===== src/rtl/honzales_pkg.sv =====
// rtl/honzales_pkg.sv - shared encodings and constants for the honzales pixel link
package honzales_pkg;

    typedef enum logic [1:0] {
        ST_IDLE      = 2'd0,
        ST_WAIT_PIX  = 2'd1,
        ST_SEND      = 2'd2,
        ST_FRAME_END = 2'd3
    } tx_state_e;

    localparam int BYTES_PER_PIX = 3;
    localparam int R_OFF         = 16;
    localparam int G_OFF         = 8;
    localparam int B_OFF         = 0;

    // Counter width that stays at least one bit for degenerate sizes of 1.
    function automatic int clog2_min1(input int n);
        return (n > 1) ? $clog2(n) : 1;
    endfunction

endpackage


===== src/rtl/honzales_xy_counter.sv =====
// rtl/honzales_xy_counter.sv - raster position counter for one WIDTH x HEIGHT frame
module honzales_xy_counter
    import honzales_pkg::*;
#(
    parameter int WIDTH  = 64,
    parameter int HEIGHT = 64,
    localparam int XW    = clog2_min1(WIDTH),
    localparam int YW    = clog2_min1(HEIGHT)
) (
    input  logic          clk_i,
    input  logic          rst_i,
    input  logic          inc_i,
    input  logic          clr_i,
    output logic [XW-1:0] x_o,
    output logic [YW-1:0] y_o,
    output logic          last_x_o,
    output logic          last_frame_o
);

    logic [XW-1:0] x_q, x_d;
    logic [YW-1:0] y_q, y_d;
    logic          last_y;

    assign last_x_o     = (x_q == XW'(WIDTH - 1));
    assign last_y       = (y_q == YW'(HEIGHT - 1));
    assign last_frame_o = last_x_o && last_y;
    assign x_o          = x_q;
    assign y_o          = y_q;

    always_comb begin
        x_d = x_q;
        y_d = y_q;
        if (clr_i) begin
            x_d = '0;
            y_d = '0;
        end else if (inc_i) begin
            if (last_x_o) begin
                x_d = '0;
                y_d = last_y ? '0 : y_q + 1'b1;
            end else begin
                x_d = x_q + 1'b1;
            end
        end
    end

    always_ff @(posedge clk_i or posedge rst_i) begin
        if (rst_i) begin
            x_q <= '0;
            y_q <= '0;
        end else begin
            x_q <= x_d;
            y_q <= y_d;
        end
    end

endmodule


===== src/rtl/honzales_pixel_tx.sv =====
// rtl/honzales_pixel_tx.sv - serialises RGB pixels onto an 8-bit pad bus with toggle strobe
module honzales_pixel_tx
    import honzales_pkg::*;
#(
    parameter int WIDTH       = 64,
    parameter int HEIGHT      = 64,
    parameter int HOLD_CYCLES = 4,
    parameter int OEB_W       = 10
) (
    input  logic             wb_clk_i,
    input  logic             wb_rst_i,
    input  logic             en_i,
    input  logic             pix_valid_i,
    output logic             pix_ready_o,
    input  logic [23:0]      pix_data_i,
    output logic [7:0]       io_data_o,
    output logic             io_strobe_o,
    output logic             io_sof_o,
    output logic             io_eol_o,
    output logic [OEB_W-1:0] io_oeb_o,
    output logic             frame_done_o
);

    localparam int              HW          = clog2_min1(HOLD_CYCLES);
    localparam int              XW          = clog2_min1(WIDTH);
    localparam int              YW          = clog2_min1(HEIGHT);
    localparam logic [HW-1:0]   HOLD_RELOAD = HW'(HOLD_CYCLES - 1);
    localparam logic [1:0]      LAST_BYTE   = 2'(BYTES_PER_PIX - 1);

    tx_state_e        state_q, state_d;
    logic [15:0]      pix_q, pix_d;
    logic [7:0]       data_q, data_d;
    logic [HW-1:0]    hold_cnt_q, hold_cnt_d;
    logic [1:0]       byte_idx_q, byte_idx_d;
    logic             strobe_q, strobe_d;
    logic             sof_q, sof_d;
    logic             eol_q, eol_d;
    logic [OEB_W-1:0] oeb_q, oeb_d;

    logic          accept, hold_zero, last_byte;
    logic          xy_inc, xy_clr, last_x, last_frame;
    logic [XW-1:0] x;
    logic [YW-1:0] y;

    assign hold_zero = (hold_cnt_q == '0);
    assign last_byte = (byte_idx_q == LAST_BYTE);
    assign accept    = pix_valid_i && pix_ready_o;

    honzales_xy_counter #(
        .WIDTH  (WIDTH),
        .HEIGHT (HEIGHT)
    ) u_xy (
        .clk_i        (wb_clk_i),
        .rst_i        (wb_rst_i),
        .inc_i        (xy_inc),
        .clr_i        (xy_clr),
        .x_o          (x),
        .y_o          (y),
        .last_x_o     (last_x),
        .last_frame_o (last_frame)
    );

    always_ff @(posedge wb_clk_i or posedge wb_rst_i) begin
        if (wb_rst_i) state_q <= ST_IDLE;
        else          state_q <= state_d;
    end

    always_comb begin
        state_d = state_q;
        if (!en_i) begin
            state_d = ST_IDLE;
        end else begin
            case (state_q)
                ST_IDLE:      state_d = ST_WAIT_PIX;
                ST_WAIT_PIX:  if (pix_valid_i) state_d = ST_SEND;
                ST_SEND:      if (hold_zero && last_byte)
                                  state_d = last_frame ? ST_FRAME_END : ST_WAIT_PIX;
                ST_FRAME_END: state_d = ST_WAIT_PIX;
                default:      state_d = ST_IDLE;
            endcase
        end
    end

    always_comb begin
        pix_ready_o  = (state_q == ST_WAIT_PIX) && en_i;
        frame_done_o = (state_q == ST_FRAME_END);
        xy_inc       = en_i && (state_q == ST_SEND) && hold_zero && last_byte;
        xy_clr       = !en_i || (state_q == ST_FRAME_END);
    end

    // G and B wait in a 16-bit shift register; R goes straight to the pads on accept.
    always_comb begin
        pix_d      = pix_q;
        data_d     = data_q;
        hold_cnt_d = hold_cnt_q;
        byte_idx_d = byte_idx_q;
        strobe_d   = strobe_q;
        sof_d      = sof_q;
        eol_d      = eol_q;
        oeb_d      = {OEB_W{~en_i}};
        if (!en_i) begin
            data_d     = '0;
            sof_d      = 1'b0;
            eol_d      = 1'b0;
            byte_idx_d = '0;
            hold_cnt_d = '0;
        end else if (accept) begin
            pix_d      = {pix_data_i[G_OFF +: 8], pix_data_i[B_OFF +: 8]};
            data_d     = pix_data_i[R_OFF +: 8];
            strobe_d   = ~strobe_q;
            sof_d      = (x == '0) && (y == '0);
            eol_d      = last_x;
            byte_idx_d = '0;
            hold_cnt_d = HOLD_RELOAD;
        end else if (state_q == ST_SEND) begin
            if (!hold_zero) begin
                hold_cnt_d = hold_cnt_q - 1'b1;
            end else if (!last_byte) begin
                data_d     = pix_q[15:8];
                pix_d      = {pix_q[7:0], 8'h00};
                strobe_d   = ~strobe_q;
                byte_idx_d = byte_idx_q + 1'b1;
                hold_cnt_d = HOLD_RELOAD;
            end
        end
    end

    always_ff @(posedge wb_clk_i or posedge wb_rst_i) begin
        if (wb_rst_i) begin
            pix_q      <= '0;
            data_q     <= '0;
            hold_cnt_q <= '0;
            byte_idx_q <= '0;
            strobe_q   <= 1'b0;
            sof_q      <= 1'b0;
            eol_q      <= 1'b0;
            oeb_q      <= '1;
        end else begin
            pix_q      <= pix_d;
            data_q     <= data_d;
            hold_cnt_q <= hold_cnt_d;
            byte_idx_q <= byte_idx_d;
            strobe_q   <= strobe_d;
            sof_q      <= sof_d;
            eol_q      <= eol_d;
            oeb_q      <= oeb_d;
        end
    end

    assign io_data_o   = data_q;
    assign io_strobe_o = strobe_q;
    assign io_sof_o    = sof_q;
    assign io_eol_o    = eol_q;
    assign io_oeb_o    = oeb_q;

endmodule


===== config.mk =====
export PLATFORM = sky130hd
export DESIGN_NAME = honzales_pixel_tx
export DESIGN_NICKNAME = d
export VERILOG_FILES = /design/src/rtl/honzales_pkg.sv /design/src/rtl/honzales_xy_counter.sv /design/src/rtl/honzales_pixel_tx.sv
export SDC_FILE = /design/constraint.sdc
export NUM_CORES = 1
export LEC_CHECK = 0
export ABC_CLOCK_PERIOD_IN_PS = 2000
export BUFFER_PORTS_ARGS = -buffer_cell sky130_fd_sc_hd__buf_2
export CAP_MARGIN = 20
export CELL_PAD_IN_SITES_DETAIL_PLACEMENT = 2
export CELL_PAD_IN_SITES_GLOBAL_PLACEMENT = 2
export CORE_MARGIN = 4
export CORE_UTILIZATION = 34
export CTS_CLUSTER_DIAMETER = 30
export DETAILED_ROUTE_END_ITERATION = 8
export PLACE_DENSITY = 0.88
export REMOVE_ABC_BUFFERS = 1
export SETUP_SLACK_MARGIN = 0.5
export SKIP_CTS_REPAIR_TIMING = 1
export SLEW_MARGIN = 20
export SYNTH_ARGS = -nofsm -noshare
export SYNTH_HDL_FRONTEND = slang
export SYNTH_SLANG_ARGS = --single-unit
export TNS_END_PERCENT = 50

===== constraint.sdc =====
create_clock -name wb_clk_i -period 2 [get_ports wb_clk_i]
set_input_delay 0.3 -clock wb_clk_i [delete_from_list [all_inputs] [get_ports wb_clk_i]]
set_output_delay 0.3 -clock wb_clk_i [all_outputs]
set_load 0.05 [all_outputs]

After elaboration in Yosys (flattened, before gate mapping)
Cells that the tools add are included.

$lt $le $gt $ge: 0. Equality and inequality tests: 14. Add/subtract/negate cells: 4. Multipliers: 0. Reductions and logical operators: 24. Divide/modulo/power cells: 0. Bitwise operators: 2. Shift operators: 0. Multiplexer cells: 39.

Operators by type and width (count): $mux W16 (4); $mux W6 (7); $mux W8 (5); $mux W2 (14); $add A6 B1 Y6 const B (2); $eq A6 B6 Y1 const B (2); $logic_not A6 Y1 (2); $ne A3 B3 Y1 const B (3); $logic_and A1 B1 Y1 (8); $mux W1 (8); $reduce_bool A2 Y1 (4); $eq A2 B2 Y1 const B (3); $ne A3 B1 Y1 const B (2); $pmux W2 S3 (1); $reduce_and A2 Y1 (3); $logic_not A2 Y1 (2); $ne A4 B4 Y1 const B (1); $reduce_and A4 Y1 (1); $reduce_and A3 Y1 (1); $add A2 B1 Y2 const B (1); $eq A2 B1 Y1 const B (1); $ne A2 B1 Y1 const B (1); $ne A2 B2 Y1 const B (1); $not A1 Y1 (2); 4 further kinds (4).

Memory bits (read-only): 0. Memories kept: 0. RAM bits: 0. Input port bits: 28. Latch bits: 0. Register bits after elaboration: 46. Logic and storage cells: 94.

Depth between registers and ports, before layout
Word-level depth: 6. Gate-level depth with buffers: 8. Gate-level depth less buffers: 6.

Hierarchy
Synthesis repeated with hierarchy kept, for this count alone.

Cell total of the unflattened synthesis: 245. Area, all modules: 2356.0 sq um.

By module, submodules not included: honzales_pixel_tx (area each 1675.4 sq um, seq. area each 852.1 sq um, times used 1, cells an instance 171); honzales_xy_counter (area each 680.7 sq um, seq. area each 300.3 sq um, times used 1, cells an instance 74).

Worst setup path after synthesis
No wires, ideal clock.

Path type: register to register. Start point: reg hold_cnt_q[0]. End point: reg u_xy.y_q[5], in the netlist u_xy.y_o[5]. Buffers on the path: 1. Slack: 0.352 ns. Cell stages (with the launch flop): 8. Data required time: 1.923 ns. Arrival: 1.571 ns. Path through: dfrtp_1 -> inv_1 -> ha_1 -> and4b_1 -> buf_6 -> nand3_4 -> or4_1 -> a21oi_1.

Cells in the longest elaborated chain, start to end: 5.

RTL lines: from (decl) (line honzales_pixel_tx.sv:33) `logic [HW-1:0] hold_cnt_q, hold_cnt_d;`; from (signal assigned) (line honzales_pixel_tx.sv:141) `hold_cnt_q <= hold_cnt_d;`; $logic_not A2 Y1 (line honzales_pixel_tx.sv:45) `assign hold_zero = (hold_cnt_q == '0);`; $logic_and A1 B1 Y1 (2 in series) (line honzales_pixel_tx.sv:87) `xy_inc = en_i && (state_q == ST_SEND) && hold_zero && last_byte;`; $reduce_bool A2 Y1 (no line); $reduce_and A2 Y1 (no line); to (signal assigned) (line honzales_xy_counter.sv:52) `y_q <= y_d;`; to (decl) (line honzales_xy_counter.sv:21) `logic [YW-1:0] y_q, y_d;`.

Every way passes these cells. A chain may end at the register's enable or synchronous reset.

Worst setup path after layout
Start point: reg u_xy.x_q[1], in the netlist u_xy.x_o[1]. End point: reg state_q[1].

Cells in the longest elaborated chain, start to end: 6.

RTL lines: from (decl) (line honzales_xy_counter.sv:20) `logic [XW-1:0] x_q, x_d;`; from (signal assigned) (line honzales_xy_counter.sv:48) `x_q <= '0;`; from (signal assigned) (line honzales_xy_counter.sv:51) `x_q <= x_d;`; $eq A6 B6 Y1 (line honzales_xy_counter.sv:24) `assign last_x_o = (x_q == XW'(WIDTH - 1));`; $logic_and A1 B1 Y1 (line honzales_xy_counter.sv:26) `assign last_frame_o = last_x_o && last_y;`; $mux W2 (line honzales_pixel_tx.sv:77) `state_d = last_frame ? ST_FRAME_END : ST_WAIT_PIX;`; $mux W2 (line honzales_pixel_tx.sv:76) `ST_SEND: if (hold_zero && last_byte)`; $pmux W2 S3 (line honzales_pixel_tx.sv:73) `case (state_q)`; $mux W2 (line honzales_pixel_tx.sv:70) `if (!en_i) begin`; to (signal assigned) (line honzales_pixel_tx.sv:65) `else state_q <= state_d;`; to (decl) (line honzales_pixel_tx.sv:30) `tx_state_e state_q, state_d;`.

Every way passes these cells. The select of a mux whose other input is x is not followed.

==> impl_metrics.env <==
export IMPL_grt_overflow_total=0
export IMPL_h_tree_depth=2
export IMPL_grt_max_degree=26
export IMPL_post_drt_wl_per_cell_um=22.3
export IMPL_register_area_um2=1150
export IMPL_vias_per_cell=5.51
export IMPL_row_count=29
export IMPL_syn_avg_cell_area_um2=10.7
export IMPL_timing_fmax_ghz=0.575
export IMPL_critical_path_class="reg2reg"
export IMPL_min_period_over_period_pct=87.0
export IMPL_cts_buffer_depth=2
export IMPL_crit_arrival_ns=1.94
export IMPL_clockPowerShare_pct=27.3
export IMPL_p_leak_nw=1.47
export IMPL_wl_met1_um=3110
export IMPL_grt_setup_unrepaired="true"
export IMPL_reg2reg_slack_ns=0.26
export IMPL_cts_made_buffers=5
export IMPL_nFillCells=684
export IMPL_seq_power_share_pct=49.6
export IMPL_async_reset_ff_share_pct=100
export IMPL_die_w_um=90.1
export IMPL_timing_rr_end="state_q[1]"
export IMPL_drtIter0Drc=69
export IMPL_cp_startpoint="u_xy.x_o[1]"
export IMPL_peakVddDrop_v=0.000459
export IMPL_antenna_cells=0
export IMPL_antenna_found_initial=0
export IMPL_clock_latency_ns=0.31
export IMPL_status="finished clean"
export IMPL_crit_end="state_q[1]"
export IMPL_wl_met2_um=4320
export IMPL_synthTopCellsByArea="dfrtp_1 (49%), a22o_1 (5.3%), buf_4 (3.6%), a222oi_1 (3.5%), ha_1 (3.3%)"
export IMPL_worst_ep_required_time_ns=2.21
export IMPL_postLayoutCoreUtil_pct=44.7
export IMPL_ys_flop_type="dfrtp_1"
export IMPL_multi_input_area_um2=1020
export IMPL_finalSetupViolCount=0
export IMPL_final_nets=306
export IMPL_netlist_area_um2=2290
export IMPL_io_buffers=50
export IMPL_switching_share_pct=35.2
export IMPL_ys_warn_count=0
export IMPL_drive_gt1_share_pct=39.6
export IMPL_synth_edf_count=0
export IMPL_drv_cap=0
export IMPL_clkSinkCount=46
export IMPL_die_area_um2=8120
export IMPL_preCtsSetupSlack_ns=0.0307
export IMPL_clk_pin_slew_ns=0.10
export IMPL_yosysTopAreaCell="dfrtp_1"
export IMPL_worst_r2r_startpoint="u_xy.x_o[1]"
export IMPL_syn2layout_area_growth_pct=26.0
export IMPL_wl_um=7820
export IMPL_synth_seq_cells=46
export IMPL_drv_slew=0
export IMPL_top_layer_used="met4"
export IMPL_cts_root_buffer="clkbuf_8"
export IMPL_place_congestion=0.776
export IMPL_synth_cell_types=48
export IMPL_start_util_pct=35.5
export IMPL_die_y_um=90.1
export IMPL_switching_power_uw=832
export IMPL_maxSlewHeadroom_pct=65.6
export IMPL_drtPass1Iterations=6
export IMPL_min_period_ns=1.74
export IMPL_worst_pin_slew_ns=0.515
export IMPL_synth_seq_area_share_pct=50.3
export IMPL_ff2ff_path_depth=5
export IMPL_crit_fanout=6
export IMPL_hold_class="in2async"
export IMPL_grt_util_all_layers_pct=16.8
export IMPL_finClkSkew_ns=0.00480
export IMPL_end_kind="register"
export IMPL_grt_pass1_vias=2146
export IMPL_hold_viol_final=0
export IMPL_ant_nets=0
export IMPL_dp_hpwl_um=4830
export IMPL_setup_tns_final_ns=0
export IMPL_p_comb_share_pct=23.1
export IMPL_wl_met3_um=247
export IMPL_grt_pass1_wl_um=11000
export IMPL_synth_top_cell_area_share_pct=49.1
export IMPL_fin_ws_ns=0.261
export IMPL_internal_power_mw=1.54
export IMPL_finalHoldWorstSlack_ns=0.0205
export IMPL_ios=51
export IMPL_netlist_instances=214
export IMPL_via_count=1929
export IMPL_design_core_area_um2=6460
export IMPL_powerDensity_nw_per_um2=820
export IMPL_tritoncts="built"
export IMPL_critPathLaunchType="register"
export IMPL_drc=0
==> layout make-up <==
cell class                 instances  share of cell area, %
clock inverter                     3                  0.909
multi-input combinational        130                   35.2
sequential                        46                   39.9
timing repair buffer              69                   15.7
tap                               77                   3.33
clock buffer                       5                   2.38
inverter                          20                   2.60
==> cells in the mapped netlist (2+ instances only) <==
library cell / instances
and2_2: 2
nor4_1: 2
nor2_1: 7
a21o_1: 7
nand2_1: 19
ha_1: 6
buf_6: 4
xor2_1: 3
a22o_1: 14
a222oi_1: 8
nand3b_1: 2
or4_1: 2
nand3_1: 5
mux2i_1: 3
buf_4: 11
dfrtp_1: 45
nand4_1: 2
o21ai_0: 8
and3_1: 4
buf_2: 2
inv_1: 20
o31ai_1: 2
xnor2_1: 2
a21oi_1: 10
==> how the worst min path moves through the flow <==
stage,cells after the start,to,from
final,2,pix_q[14],wb_rst_i
after global routing,2,pix_q[12],wb_rst_i
after CTS,2,io_data_o[1],wb_rst_i
after detailed placement,2,io_data_o[2],wb_rst_i
after global placement,2,pix_q[2],wb_rst_i
after floorplan,1,io_oeb_o[0],en_i
==> power by group through the flow <==
stage          sequential [mW]  combinational [mW]  clock, mW
2_1_floorplan             1.27               0.207          0
3_3_place_gp              1.16               0.461          0
3_5_place_dp              1.17               0.485          0
4_1_cts                   1.15               0.485      0.647
5_1_grt                   1.19               0.588      0.700
6_report                  1.17               0.548      0.646
==> state kept, by name (all words and copies together), names as in the netlist, 2 cells and up <==
signal	cells
byte_idx_q	2
state_q	2
u_xy.y_o	6
io_data_o	8
u_xy.x_o	6
hold_cnt_q	2
pix_q	16
==> per-layer routing <==
layer  GRT usage [%]  vias up
met5               0        -
met4            5.10        0
met3            3.09       10
met2            30.3       45
met1            20.1      999
li1                -      875
==> cells in the final DEF, fill, tap and decap left out, drive strengths merged, types with 2 or more instances in the layout <==
| cell | instances |
|---|---|
| a222oi | 8 |
| nand3b | 2 |
| buf | 68 |
| xnor2 | 2 |
| or3 | 2 |
| and2 | 3 |
| nor2b | 2 |
| clkbuf | 6 |
| and3 | 5 |
| o21ai | 8 |
| nand4 | 2 |
| a22o | 14 |
| o31ai | 2 |
| mux2i | 3 |
| a21o | 7 |
| or4 | 2 |
| xor2 | 3 |
| nand3 | 6 |
| inv | 23 |
| nand2 | 19 |
| nor4 | 2 |
| ha | 6 |
| nor2 | 8 |
| dfrtp | 45 |
| a21oi | 10 |
==> cells by family after synthesis <==
family | share of synthesized area [%]
AND/OR/NAND/NOR | 15.4
AO/OA/AOI/OAI | 17.8
flip-flops | 50.3
buffers and inverters | 9.44
adder cells (fa/ha/maj) | 3.28
XOR/XNOR | 1.91
multiplexers | 1.80
==> stage by stage <==
stage	total power, mW	instances	instance area [um2]
after floorplan	1.48	196	2150
after global placement	1.62	333	2580
after detailed placement	1.65	333	2580
after CTS	2.29	341	2680
after global routing	2.48	350	2890
final	2.37	350	2890
==> critical path: stages (launching register included) <==
cell	delay [ns]
dfrtp_1	0.45
ha_2	0.29
nand2_1	0.18
nor2_1	0.27
a311oi_1	0.15
a211oi_1	0.28
Note: power is estimated with default switching activity, not from simulation.
